<file path="src/rtl/vga_sync_monitor.sv">
// rtl/vga_sync_monitor.sv - recovers x/y/video_on and timing lock from a received VGA hsync/vsync pair
//
// Ports:
//   clk_100MHz   system clock
//   reset_n      asynchronous active-low reset
//   p_tick       pixel enable; all state advances only on clocks where it is 1
//   hsync_in     received horizontal sync
//   vsync_in     received vertical sync
//   x, y         recovered pixel coordinates aligned to received sync
//   video_on     locked and inside the active window (combinational from registers)
//   locked       timing lock after LOCK_FRAMES consecutive clean frames
//   frame_start  one-clock pulse when (x,y) becomes (0,0) while locked
//   h_err/v_err  one-clock pulses on horizontal / vertical timing violations
//   line_len     last measured hsync period in ticks (saturating)
//   frame_lines  last measured hsync-edge count between vsync assertion edges
module vga_sync_monitor #(
    parameter int HD          = 640,
    parameter int HTOTAL      = 800,
    parameter int HSYNC_START = 656,
    parameter int HSYNC_W     = 96,
    parameter int VD          = 480,
    parameter int VTOTAL      = 525,
    parameter int VSYNC_START = 513,
    parameter int VSYNC_W     = 2,
    parameter int SYNC_ACTIVE = 1,
    parameter int LOCK_FRAMES = 2
) (
    input  logic       clk_100MHz,
    input  logic       reset_n,
    input  logic       p_tick,
    input  logic       hsync_in,
    input  logic       vsync_in,
    output logic [9:0] x,
    output logic [9:0] y,
    output logic       video_on,
    output logic       locked,
    output logic       frame_start,
    output logic       h_err,
    output logic       v_err,
    output logic [9:0] line_len,
    output logic [9:0] frame_lines
);

    localparam logic        SA     = 1'(SYNC_ACTIVE);
    localparam logic [9:0]  HD_L   = 10'(HD);
    localparam logic [9:0]  HT_L   = 10'(HTOTAL);
    localparam logic [10:0] HT_P   = 11'(HTOTAL);
    localparam logic [9:0]  HSS_L  = 10'(HSYNC_START);
    localparam logic [9:0]  HSW_L  = 10'(HSYNC_W);
    localparam logic [9:0]  VD_L   = 10'(VD);
    localparam logic [9:0]  VT_L   = 10'(VTOTAL);
    localparam logic [9:0]  VSS_L  = 10'(VSYNC_START);
    localparam logic [9:0]  VSW_L  = 10'(VSYNC_W);
    localparam logic [7:0]  LF_L   = 8'(LOCK_FRAMES);
    localparam logic [9:0]  SAT    = 10'd1023;

    logic       hs_q, vs_q;
    logic [9:0] hcnt_q, hcnt_d;
    logic       h_valid_q, h_valid_d;
    logic [9:0] hw_cnt_q, hw_cnt_d;
    logic       hw_armed_q, hw_armed_d;
    logic [9:0] x_q, x_d, y_q, y_d;
    logic [9:0] lcnt_q, lcnt_d;
    logic       v_valid_q, v_valid_d;
    logic [9:0] vw_cnt_q, vw_cnt_d;
    logic       vw_armed_q, vw_armed_d;
    logic       frame_bad_q, frame_bad_d;
    logic [7:0] good_q, good_d;
    logic       locked_q, locked_d;
    logic       frame_start_q, frame_start_d;
    logic       h_err_q, h_err_d;
    logic       v_err_q, v_err_d;
    logic [9:0] line_len_q, line_len_d;
    logic [9:0] frame_lines_q, frame_lines_d;

    logic        hs_act, hs_rise, hs_fall;
    logic        vs_act, vs_rise, vs_fall;
    logic [10:0] period;
    logic        any_err;

    assign hs_act  = (hsync_in == SA);
    assign hs_rise = hs_act && (hs_q != SA);
    assign hs_fall = !hs_act && (hs_q == SA);
    assign vs_act  = (vsync_in == SA);
    assign vs_rise = vs_act && (vs_q != SA);
    assign vs_fall = !vs_act && (vs_q == SA);
    assign period  = {1'b0, hcnt_q} + 11'd1;

    always_comb begin
        hcnt_d        = hcnt_q;
        h_valid_d     = h_valid_q;
        hw_cnt_d      = hw_cnt_q;
        hw_armed_d    = hw_armed_q;
        x_d           = x_q;
        y_d           = y_q;
        lcnt_d        = lcnt_q;
        v_valid_d     = v_valid_q;
        vw_cnt_d      = vw_cnt_q;
        vw_armed_d    = vw_armed_q;
        frame_bad_d   = frame_bad_q;
        good_d        = good_q;
        line_len_d    = line_len_q;
        frame_lines_d = frame_lines_q;
        h_err_d       = 1'b0;
        v_err_d       = 1'b0;

        // Horizontal period, width and timeout
        if (hs_rise) begin
            hcnt_d = '0;
            if (h_valid_q) begin
                line_len_d = period[10] ? SAT : period[9:0];
                if (period != HT_P) h_err_d = 1'b1;
            end
            h_valid_d  = 1'b1;
            hw_cnt_d   = 10'd1;
            hw_armed_d = 1'b1;
        end else begin
            if (hcnt_q != SAT) hcnt_d = hcnt_q + 10'd1;
            // hcnt is about to reach saturation: the line has gone silent
            if (hcnt_q == SAT - 10'd1) begin
                h_err_d   = 1'b1;
                h_valid_d = 1'b0;
            end
            if (hs_act && hw_cnt_q != SAT) hw_cnt_d = hw_cnt_q + 10'd1;
        end
        if (hs_fall && hw_armed_q && hw_cnt_q != HSW_L) h_err_d = 1'b1;

        // Coordinate recovery
        if (hs_rise) begin
            x_d = HSS_L;
        end else if (x_q == HT_L - 10'd1) begin
            x_d = '0;
            y_d = (y_q == VT_L - 10'd1) ? '0 : y_q + 10'd1;
        end else begin
            x_d = x_q + 10'd1;
        end

        // Vertical period and width; a same-tick hsync edge belongs to the new frame
        if (vs_rise) begin
            if (v_valid_q) begin
                frame_lines_d = lcnt_q;
                if (lcnt_q != VT_L) v_err_d = 1'b1;
            end
            v_valid_d  = 1'b1;
            y_d        = VSS_L;
            lcnt_d     = 10'(hs_rise);
            vw_cnt_d   = 10'(hs_rise);
            vw_armed_d = 1'b1;
        end else begin
            if (hs_rise && lcnt_q != SAT) lcnt_d = lcnt_q + 10'd1;
            if (hs_rise && vs_act && vw_cnt_q != SAT) vw_cnt_d = vw_cnt_q + 10'd1;
        end
        if (vs_fall && vw_armed_q && vw_cnt_q != VSW_L) v_err_d = 1'b1;

        // Lock: an error at a vsync edge is charged to the frame that just ended
        any_err = h_err_d || v_err_d;
        if (any_err) good_d = '0;
        if (vs_rise) begin
            if (!any_err && v_valid_q && !frame_bad_q && good_q != LF_L)
                good_d = good_q + 8'd1;
            frame_bad_d = 1'b0;
        end else if (any_err) begin
            frame_bad_d = 1'b1;
        end
        locked_d = (good_d == LF_L);

        frame_start_d = locked_d && (x_d == '0) && (y_d == '0) &&
                        !((x_q == '0) && (y_q == '0));
    end

    always_ff @(posedge clk_100MHz or negedge reset_n) begin
        if (!reset_n) begin
            hs_q          <= 1'b0;
            vs_q          <= 1'b0;
            hcnt_q        <= '0;
            h_valid_q     <= 1'b0;
            hw_cnt_q      <= '0;
            hw_armed_q    <= 1'b0;
            x_q           <= '0;
            y_q           <= '0;
            lcnt_q        <= '0;
            v_valid_q     <= 1'b0;
            vw_cnt_q      <= '0;
            vw_armed_q    <= 1'b0;
            frame_bad_q   <= 1'b0;
            good_q        <= '0;
            locked_q      <= 1'b0;
            frame_start_q <= 1'b0;
            h_err_q       <= 1'b0;
            v_err_q       <= 1'b0;
            line_len_q    <= '0;
            frame_lines_q <= '0;
        end else begin
            // Pulses are re-evaluated every clock so they never outlive one cycle
            h_err_q       <= p_tick && h_err_d;
            v_err_q       <= p_tick && v_err_d;
            frame_start_q <= p_tick && frame_start_d;
            if (p_tick) begin
                hs_q          <= hsync_in;
                vs_q          <= vsync_in;
                hcnt_q        <= hcnt_d;
                h_valid_q     <= h_valid_d;
                hw_cnt_q      <= hw_cnt_d;
                hw_armed_q    <= hw_armed_d;
                x_q           <= x_d;
                y_q           <= y_d;
                lcnt_q        <= lcnt_d;
                v_valid_q     <= v_valid_d;
                vw_cnt_q      <= vw_cnt_d;
                vw_armed_q    <= vw_armed_d;
                frame_bad_q   <= frame_bad_d;
                good_q        <= good_d;
                locked_q      <= locked_d;
                line_len_q    <= line_len_d;
                frame_lines_q <= frame_lines_d;
            end
        end
    end

    assign x           = x_q;
    assign y           = y_q;
    assign locked      = locked_q;
    assign frame_start = frame_start_q;
    assign h_err       = h_err_q;
    assign v_err       = v_err_q;
    assign line_len    = line_len_q;
    assign frame_lines = frame_lines_q;
    assign video_on    = locked_q && (x_q < HD_L) && (y_q < VD_L);

endmodule

</file>
<file path="config.mk">
export PLATFORM = sky130hd
export DESIGN_NAME = vga_sync_monitor
export DESIGN_NICKNAME = d
export VERILOG_FILES = /design/src/rtl/vga_sync_monitor.sv
export SDC_FILE = /design/constraint.sdc
export NUM_CORES = 1
export LEC_CHECK = 0
export ABC_AREA = 0
export CORE_MARGIN = 10
export CORE_UTILIZATION = 45
export DETAILED_ROUTE_END_ITERATION = 10
export PLACE_DENSITY_LB_ADDON = 0.3
export SYNTH_ARGS = -nofsm -noshare
export SYNTH_HDL_FRONTEND = slang
export SYNTH_SLANG_ARGS = --single-unit
</file>
<file path="constraint.sdc">
create_clock -name clk_100MHz -period 3.5 [get_ports clk_100MHz]
set_input_delay 0.525 -clock clk_100MHz [delete_from_list [all_inputs] [get_ports clk_100MHz]]
set_output_delay 0.525 -clock clk_100MHz [all_outputs]
set_load 0.005 [all_outputs]
</file>
# Word level (Yosys, flattened, before mapping)
# Index checks and enable logic that the tools add are counted.
op_classes:
  mux: 31
  order_cmp: 2
  bitwise_logic: 2
  n_eq_ne: 13
  n_addsub: 8
  reduce_logical: 50
op_table:
  columns: ["operator", "n"]
  rows:
  - ["$mux W10", 15]
  - ["$add A10 B1 Y10 const B", 6]
  - ["$ne A10 B10 Y1 const B", 5]
  - ["$logic_not A10 Y1", 4]
  - ["$eq A10 B10 Y1 const B", 3]
  - ["$logic_and A1 B1 Y1", 24]
  - ["$mux W8", 3]
  - ["$reduce_and A2 Y1", 8]
  - ["$mux W1", 13]
  - ["$reduce_bool A2 Y1", 6]
  - ["$add A10 B1 Y11 const B", 1]
  - ["$ne A11 B10 Y1 const B", 1]
  - ["$lt A10 B10 Y1 const B", 1]
  - ["$lt A10 B9 Y1 const B", 1]
  - ["$ne A10 B2 Y1 const B", 1]
  - ["$ne A10 B7 Y1 const B", 1]
  - ["$add A8 B1 Y8 const B", 1]
  - ["$eq A8 B2 Y1 const B", 1]
  - ["$ne A8 B2 Y1 const B", 1]
  - ["$reduce_and A3 Y1", 2]
  - ["$logic_not A1 Y1", 5]
  - ["$not A1 Y1", 2]
  - ["$logic_or A1 B1 Y1", 1]
totals:
  out_inout_bits: 45
  register_bits: 98

# Logic depth before layout (Yosys ltp)
# Gate-level depths: netlist of run 1.
logic_depth:
  ltp_word: 18
  depth_mapped: 9

# Worst setup path before layout of run 1
# Ideal clock, no wire load.
synth_path:
  kind: "register to register"
  start: "register y_q[0] (netlist: y[0])"
  end: "register frame_start_q (netlist: frame_start)"
  required_time_ns: 3.404
  t_arrival_ns: 2.167
  path_stages_with_launch: 9
  n_path_buf: 0
  path_slack_ns: 1.238
  path_cell_list: "dfrtp_1 -> inv_1 -> ha_1 -> or4b_4 -> nor4_4 -> o21ai_1 -> a31o_1 -> nand4b_1 -> nor4_2"
synth_between:
  elab_chain_len: 9
synth_lines:
  columns: ["element", "line_no", "source"]
  rows:
  - ["start, declared", "62", "logic [9:0] x_q, x_d, y_q, y_d;"]
  - ["start signal, assigned", "206", "y_q <= y_d;"]
  - ["$add A10 B1 Y10 / $eq A10 B10 Y1 (equally long branches)", "133", "y_d = (y_q == VT_L - 10'd1) ? '0 : y_q + 10'd1;"]
  - ["$mux W10", "133", null]
  - ["$mux W10", "131", "end else if (x_q == HT_L - 10'd1) begin"]
  - ["$mux W10", "129", "if (hs_rise) begin"]
  - ["$mux W10", "139", "if (vs_rise) begin"]
  - ["$logic_not A10 Y1", "167", "frame_start_d = locked_d && (x_d == '0) && (y_d == '0) &&"]
  - ["$logic_and A1 B1 Y1", "167", null]
  - ["$logic_and A1 B1 Y1 *", "167", null]
  - ["$logic_and A1 B1 Y1 *", "197", "frame_start_q <= p_tick && frame_start_d;"]
  - ["end signal, assigned", "197", null]
  - ["end, declared", "70", "logic frame_start_q, frame_start_d;"]
# Every way passes the cells marked *; elsewhere a longest branch is shown, timed or not.
# A chain may end at the register's enable or synchronous reset.

# Worst setup path in the final report of run 1
layout_path:
  start: "register hcnt_q[0]"
  end: "register frame_start_q (netlist: frame_start)"
layout_between:
  elab_chain_len: 18
layout_lines:
  columns: ["element", "line_no", "source"]
  rows:
  - ["start, declared", "58", "logic [9:0] hcnt_q, hcnt_d;"]
  - ["start signal, assigned", "201", "hcnt_q <= hcnt_d;"]
  - ["$add A10 B1 Y11", "87", "assign period = {1'b0, hcnt_q} + 11'd1;"]
  - ["$ne A11 B10 Y1", "112", "if (period != HT_P) h_err_d = 1'b1;"]
  - ["$mux W1", "112", null]
  - ["$mux W1", "110", "if (h_valid_q) begin"]
  - ["$mux W1 *", "108", "if (hs_rise) begin"]
  - ["$mux W1 *", "126", "if (hs_fall && hw_armed_q && hw_cnt_q != HSW_L) h_err_d = 1'b1;"]
  - ["$logic_or A1 B1 Y1 *", "156", "any_err = h_err_d || v_err_d;"]
  - ["$logic_not A1 Y1", "159", "if (!any_err && v_valid_q && !frame_bad_q && good_q != LF_L)"]
  - ["$logic_and A1 B1 Y1 (3 in series)", "159", null]
  - ["$mux W8", "159", null]
  - ["$mux W8 *", "158", "if (vs_rise) begin"]
  - ["$eq A8 B2 Y1 *", "165", "locked_d = (good_d == LF_L);"]
  - ["$logic_and A1 B1 Y1 * (3 in series)", "167", null]
  - ["$logic_and A1 B1 Y1 *", "197", null]
# Marks and branches as above.

==> metrics, run 1 <==
status finished, final reports clean; PwrDens 427.8 nW/µm²; WP data arrival 2.95 ns; CTS resizes 0; port bufs 49; Critical Path Start Type flop; syn_nets 659; Post-CTS Hold Fix Bufs 0; clk_lat worst skew 0.35 ns; Warnings, synthesis 0; CTS tree built; DRT Wirelength 13,910 µm; Cells after Synth 640; FF-to-FF setup slack 0.80 ns; Hold Path Class in -> async; pin count of the biggest net entering global routing 57; dpl hpwl 9842 µm; dominant synthesized flop cell dfrtp_1; Reg clk slew, reported paths 0.07 ns; Detailed Route Iter0 Violations 416; Static Leak 2.731 nW; Die ar. 17,690 µm²; filler instances 1,150; vias per cell 5.874; Fmax 0.3704 GHz; Hold Fails Final Rpt 0; multi-input logic area 3048 µm²; slowest cell delay on critical path 0.62 ns; Core Area 12,570 µm²; clock sinks 98; clk buf depth 2; Reg-to-Reg End frame_start; final cycle utilization of the critical path 77.14%; worst-case reg-to-reg path depth 7; H-tree depth 3; worst rel slew slack 22.19%; CP endpoint kind flop; Top Layer Used met4; share of cells above drive strength 1 7.658%; first-pass detailed-route iteration total 4; Setup Skew 0.006835 ns; Synth cell types 66; top-area cell type share of the netlist area 42.68%; area of the mapped netlist 5746 µm²; leading area contributor after synthesis dfrtp_1; worst flop-to-flop path startpoint hcnt_q[0]; diodes inserted 0; Reg area 2452 µm²; antenna-violating nets left 0; DRC violations left 0; Met2 Routed Length 6497 µm; Max-Cap Viols 0; setup-violating endpoint count in the final report 0; initial antenna violation count 0; Std-Cell Rows 41; WP depth 7; Post-Route Setup TNS 0 ns; CP max FO 10; Chip Height 133.0 µm; Initial Utilization 45.71%; Global Route Usage Sum 15.71%; Critical Path Sink frame_start; dpl cell area 6389 µm²; via count of the first global-routing pass 4,816; CP Class reg -> reg; Die X 133.0 µm; Post-CTS Setup Inserts 0; Max IR drop VDD 0.3078 mV; CP delay by family, top simple AND/OR/NAND/NOR gates; IO Count 50; cell area after layout 6710 µm²; CP Cell Sequence ha_1 -> nand3_1 -> and4_1 -> o21ai_0 -> a2111oi_4 -> nand4_1 -> nor4_2; Clock Tree Root clkbuf_16; # nets final 693; Area Growth Syn to Fin 16.79%; worst setup path startpoint hcnt_q[0]; first-pass GRT wire length 23,430 µm; Final Util 53.39%; gpl congestion 0.8641; metal3 WL 685 µm; WP buf/inv 0; GRT overflow 0; RSZ-0062 raised after global routing false; Final Critical Period 2.700 ns; wire length per cell 16.34 µm; CP required 3.75 ns; ys async rst share 100.0%; Seq cells post-synth 98; slowest cell on the critical path a2111oi_4; CTS Buf Count 9; Slew Viols, Final 0; Worst Tran Pin Value 1.162 ns; Post-synth EDFFs 0; ranking of synthesized cells by area dfrtp_1, nor2_1, o21ai_0; syn_area_per_cell 8.977 µm²; via count 4,999; metal1 wirelength 6423 µm; post-synthesis sequential area ratio 42.68%
## metrics by stage
step                      std cells  setup slack [ns]  power (mW)  hold slack, ns
after global placement          835            0.5587       1.809          0.4505
after detailed placement        835            0.5166       1.823          0.4552
final                           851            0.8000       2.870          0.1864
after floorplan                 640             1.238       1.587          0.2294
after global routing            851            0.5315       3.021          0.2223
after CTS                       851            0.8502       2.905          0.2055
## final cells by class
type | count | area share [%]
Tap cell | 172 | 3.207
Inverter | 22 | 1.231
Multi-Input combinational cell | 482 | 45.42
Clock inverter | 4 | 1.119
Clock buffer | 12 | 3.673
Sequential cell | 98 | 36.55
Timing Repair Buffer | 61 | 8.801
## placed cells by master (no fill, tap or decap), types with 11 or more instances in the layout
cell	n
dfrtp_1	98
nor2_1	71
nand2_1	54
o21ai_0	52
clkdlybuf4s50_1	48
nand3_1	33
a21oi_1	25
inv_1	22
nand4_1	20
xor2_1	20
nor3_1	17
o31ai_1	14
ha_1	14
xnor2_1	12
buf_4	12
mux2_2	11
## worst min path at each step
stage	to	start
3_5_place_dp	hw_armed_q	hw_armed_q
2_1_floorplan	frame_bad_q	reset_n
3_3_place_gp	hw_armed_q	hw_armed_q
6_report	x[5]	reset_n
4_1_cts	x[3]	reset_n
5_1_grt	y[4]	reset_n
## state kept, by name, summed over array words and instances (netlist names), 8 cells and up
name	flops
frame_lines	10
hcnt_q	10
hw_cnt_q	10
lcnt_q	10
line_len	10
vw_cnt_q	10
x	10
y	10
good_q	8
## Yosys cell counts (all sizes together), types with 7 or more instances
cell type and instances:
ha 14, nor2 71, and2 9, nand2 54, and4 11, o21ai 53, nor3 18, dfrtp 98
or3 10, inv 22, o31ai 14, o211ai 7, buf 11, and3 9, a21oi 25, clkbuf 27
xnor2 12, xor2 20, nand3 33, mux2 11, nand4 20
## where the power goes
part	total [mW]	switching (mW)	leakage, nW	internal, mW
Clock	1.07	0.427	0.149	0.647
Combinational	0.464	0.233	1.30	0.231
Sequential	1.33	0.108	1.28	1.23
Total	2.87	0.768	2.73	2.10
## per-layer routing
layer	vias up	global-route usage [%]
met1	2464	19.96
met2	105	24.90
li1	2404	-
met4	0	7.274
met3	26	3.444
met5	-	0
## logic make-up (layout without fill, tap and decap cells)
kind of cell / count (synthesis) / count (layout) / share of synthesized area, %
AND/OR/NAND/NOR: 269 / 269 / 24.67
AO/OA/AOI/OAI: 153 / 153 / 17.77
flip-flops: 98 / 98 / 42.68
buffers and inverters: 60 / 99 / 4.268
XOR/XNOR: 32 / 32 / 4.878
adder cells (fa/ha/maj): 14 / 14 / 3.049
multiplexers: 14 / 14 / 2.679
(Power assumes the default switching activity.)
==> run 2, diff against run 1 <==
==> constraint.sdc (replaced) <==
create_clock -name clk_100MHz -period 2.3 [get_ports clk_100MHz]
set_input_delay 0.345 -clock clk_100MHz [delete_from_list [all_inputs] [get_ports clk_100MHz]]
set_output_delay 0.345 -clock clk_100MHz [all_outputs]
set_load 0.005 [all_outputs]
==> run 2 against run 1 <==
Compared with the run above: flip-flop and latch count unchanged; cell area increased by 9.7%; critical path type unchanged; worst setup slack got worse by 0.81 ns; clock skew increased by 0.00068 ns; via count increased by 6.0%; largest cell class unchanged; the flow now finishes with violations (setup timing).
==> metrics, run 2 (synthesis gave the netlist of run 1 again) <==
antenna-violating nets left 0 (unchanged); setup-violating endpoint count in the final report 2 (was 0); dpl hpwl 11,100 µm (was 9842 µm); Detailed Route Iter0 Violations 556 (was 416); WP data arrival 2.60 ns (was 2.95 ns); gpl congestion 0.9034 (was 0.8641); dpl cell area 6947 µm² (was 6389 µm²); status complete, but fails checks (was finished, final reports clean); most frequent cells in the layout dfrtp_1, buf_4, nor2_1 (was dfrtp_1, nor2_1, nand2_1); via count of the first global-routing pass 5,093 (was 4,816); Reg clk slew, reported paths 0.07 ns (about the same); Std-Cell Rows 41 (unchanged); Initial Utilization 45.71% (unchanged); CTS Buf Count 9 (unchanged); most common library cell in the layout ignoring fill and taps dfrtp_1 (unchanged); setup ws final -0.01178 ns (was 0.8000 ns); CP max FO 4 (was 10); Reg area 2452 µm² (unchanged); first-pass GRT wire length 25,390 µm (was 23,430 µm); switching share of total power 28.40% (was 26.75%); CP endpoint kind flop (unchanged); power share of the combinational group 20.2% (was 16.2%); Hold Fails Final Rpt 0 (unchanged); Max IR drop VDD 0.3196 mV (was 0.3078 mV); DRC violations left 0 (unchanged); # nets final 771 (was 693); Seq pwr share 44.3% (was 46.4%); Post-CTS Hold Fix Bufs 0 (unchanged); Area Growth Syn to Fin 28.09% (was 16.79%); violated checks setup timing; Worst Tran Pin Value 0.6517 ns (was 1.162 ns); Static Leak 3.130 nW (was 2.731 nW); IO Count 50 (unchanged); Setup Skew 0.007516 ns (was 0.006835 ns); Final Critical Period 2.312 ns (was 2.700 ns); total power 4.492 mW (was 2.870 mW); Core Area 12,570 µm² (unchanged); final cycle utilization of the critical path 100.5% (was 77.14%); Slew Viols, Final 0 (unchanged); initial antenna violation count 0 (unchanged); vias per cell 5.703 (was 5.874); PwrDens 610.3 nW/µm² (was 427.8 nW/µm²); Clock Tree Root clkbuf_16 (unchanged); Cell Int Power 3.216 mW (was 2.103 mW); dpl ws -0.1358 ns (was 0.5166 ns); Die ar. 17,690 µm² (unchanged); Chip Height 133.0 µm (unchanged); pin count of the biggest net entering global routing 49 (was 57); Die X 133.0 µm (unchanged); sw power 1.276 mW (was 0.7677 mW); port bufs 49 (unchanged); power share of the clock group 35.6% (was 37.4%); Reg-to-Reg End good_q[0] (was frame_start); Global Route Usage Sum 17.09% (was 15.71%); GRT overflow 0 (unchanged); wire length per cell 16.12 µm (was 16.34 µm); via count 5,298 (was 4,999); multi-input logic area 3134 µm² (was 3048 µm²); filler instances 1,089 (was 1,150); clk_lat worst skew 0.36 ns (was 0.35 ns); FF-to-FF setup slack -0.01 ns (was 0.80 ns); worst-case reg-to-reg path depth 6 (was 7); Hold Path Class in -> async (unchanged); share of cells above drive strength 1 19.42% (was 7.658%); cell area after layout 7360 µm² (was 6710 µm²); Max-Cap Viols 0 (unchanged); worst rel slew slack 56.56% (was 22.19%); Critical Path Start Type flop (unchanged); first-pass detailed-route iteration total 5 (was 4); diodes inserted 0 (unchanged); clk buf depth 2 (unchanged); CTS tree built (unchanged); RSZ-0062 raised after global routing true (was false); H-tree depth 3 (unchanged); clock sinks 98 (unchanged); CP Class reg -> reg (unchanged); worst flop-to-flop path startpoint lcnt_q[5] (was hcnt_q[0]); CP required 2.58 ns (was 3.75 ns); Fmax 0.4326 GHz (was 0.3704 GHz); DRT Wirelength 14,980 µm (was 13,910 µm)
## run 2: through the flow
step	std cells	util (%)	hold slack, ns	setup TNS, ns
2_1_floorplan	640	-	0.04941	0
3_3_place_gp	911	55.27	0.4126	-0.4300
3_5_place_dp	911	55.27	0.4281	-1.213
4_1_cts	927	57.94	0.04149	0
5_1_grt	929	58.56	0.06162	-0.3236
6_report	929	58.56	0.01194	-0.01960
## run 2: worst max path at each step
stage,start,endpoint,slack (ns),cells past startpoint
after floorplan,y[0],frame_start,0.04,8
after global placement,vsync_in,frame_start,-0.09,8
after detailed placement,vsync_in,frame_start,-0.14,8
after CTS,good_q[0],frame_start,0.007,8
after global routing,hcnt_q[3],good_q[0],-0.09,8
final,lcnt_q[5],good_q[0],-0.01,6
## run 2: metal layers
layer	up-vias	wire length, µm	global-route usage, %
met5	-	0	0
met4	0	293	7.152
met3	19	835	2.990
met2	150	7171	27.45
met1	2566	6679	22.16
li1	2563	-	-
## run 2: critical path, stage by stage (launching register included)
cell and delay, ns:
dfrtp_1 0.37, or3_1 0.39, o31a_1 0.28, o21a_2 0.23, a2111o_1 0.49, o31a_1 0.33, mux2i_1 0.14
## run 2: power groups by stage
| stage | logic (mW) | registers, mW | clock network (mW) |
|---|---|---|---|
| floorplan | 0.407 | 2.01 | 0 |
| global placement | 0.850 | 2.01 | 0 |
| detailed placement | 0.877 | 2.02 | 0 |
| CTS | 0.887 | 1.99 | 1.64 |
| global route | 1.00 | 2.01 | 1.69 |
| finish | 0.905 | 1.99 | 1.60 |
## run 2: area by class of cell
| cell class | count | share of cell area [%] |
|---|---|---|
| Timing Repair Buffer | 139 | 15.81 |
| Clock buffer | 10 | 3.247 |
| Sequential cell | 98 | 33.32 |
| Clock inverter | 6 | 0.9861 |
| Inverter | 22 | 1.122 |
| Tap cell | 172 | 2.924 |
| Multi-Input combinational cell | 482 | 42.59 |
## run 2: what timing repair did
action                                  4_1_cts  5_1_grt
endpoints found under the setup margin        4       16
pin swaps                                     4        7
buffers inserted                              0        2
gates resized for setup                       4       15
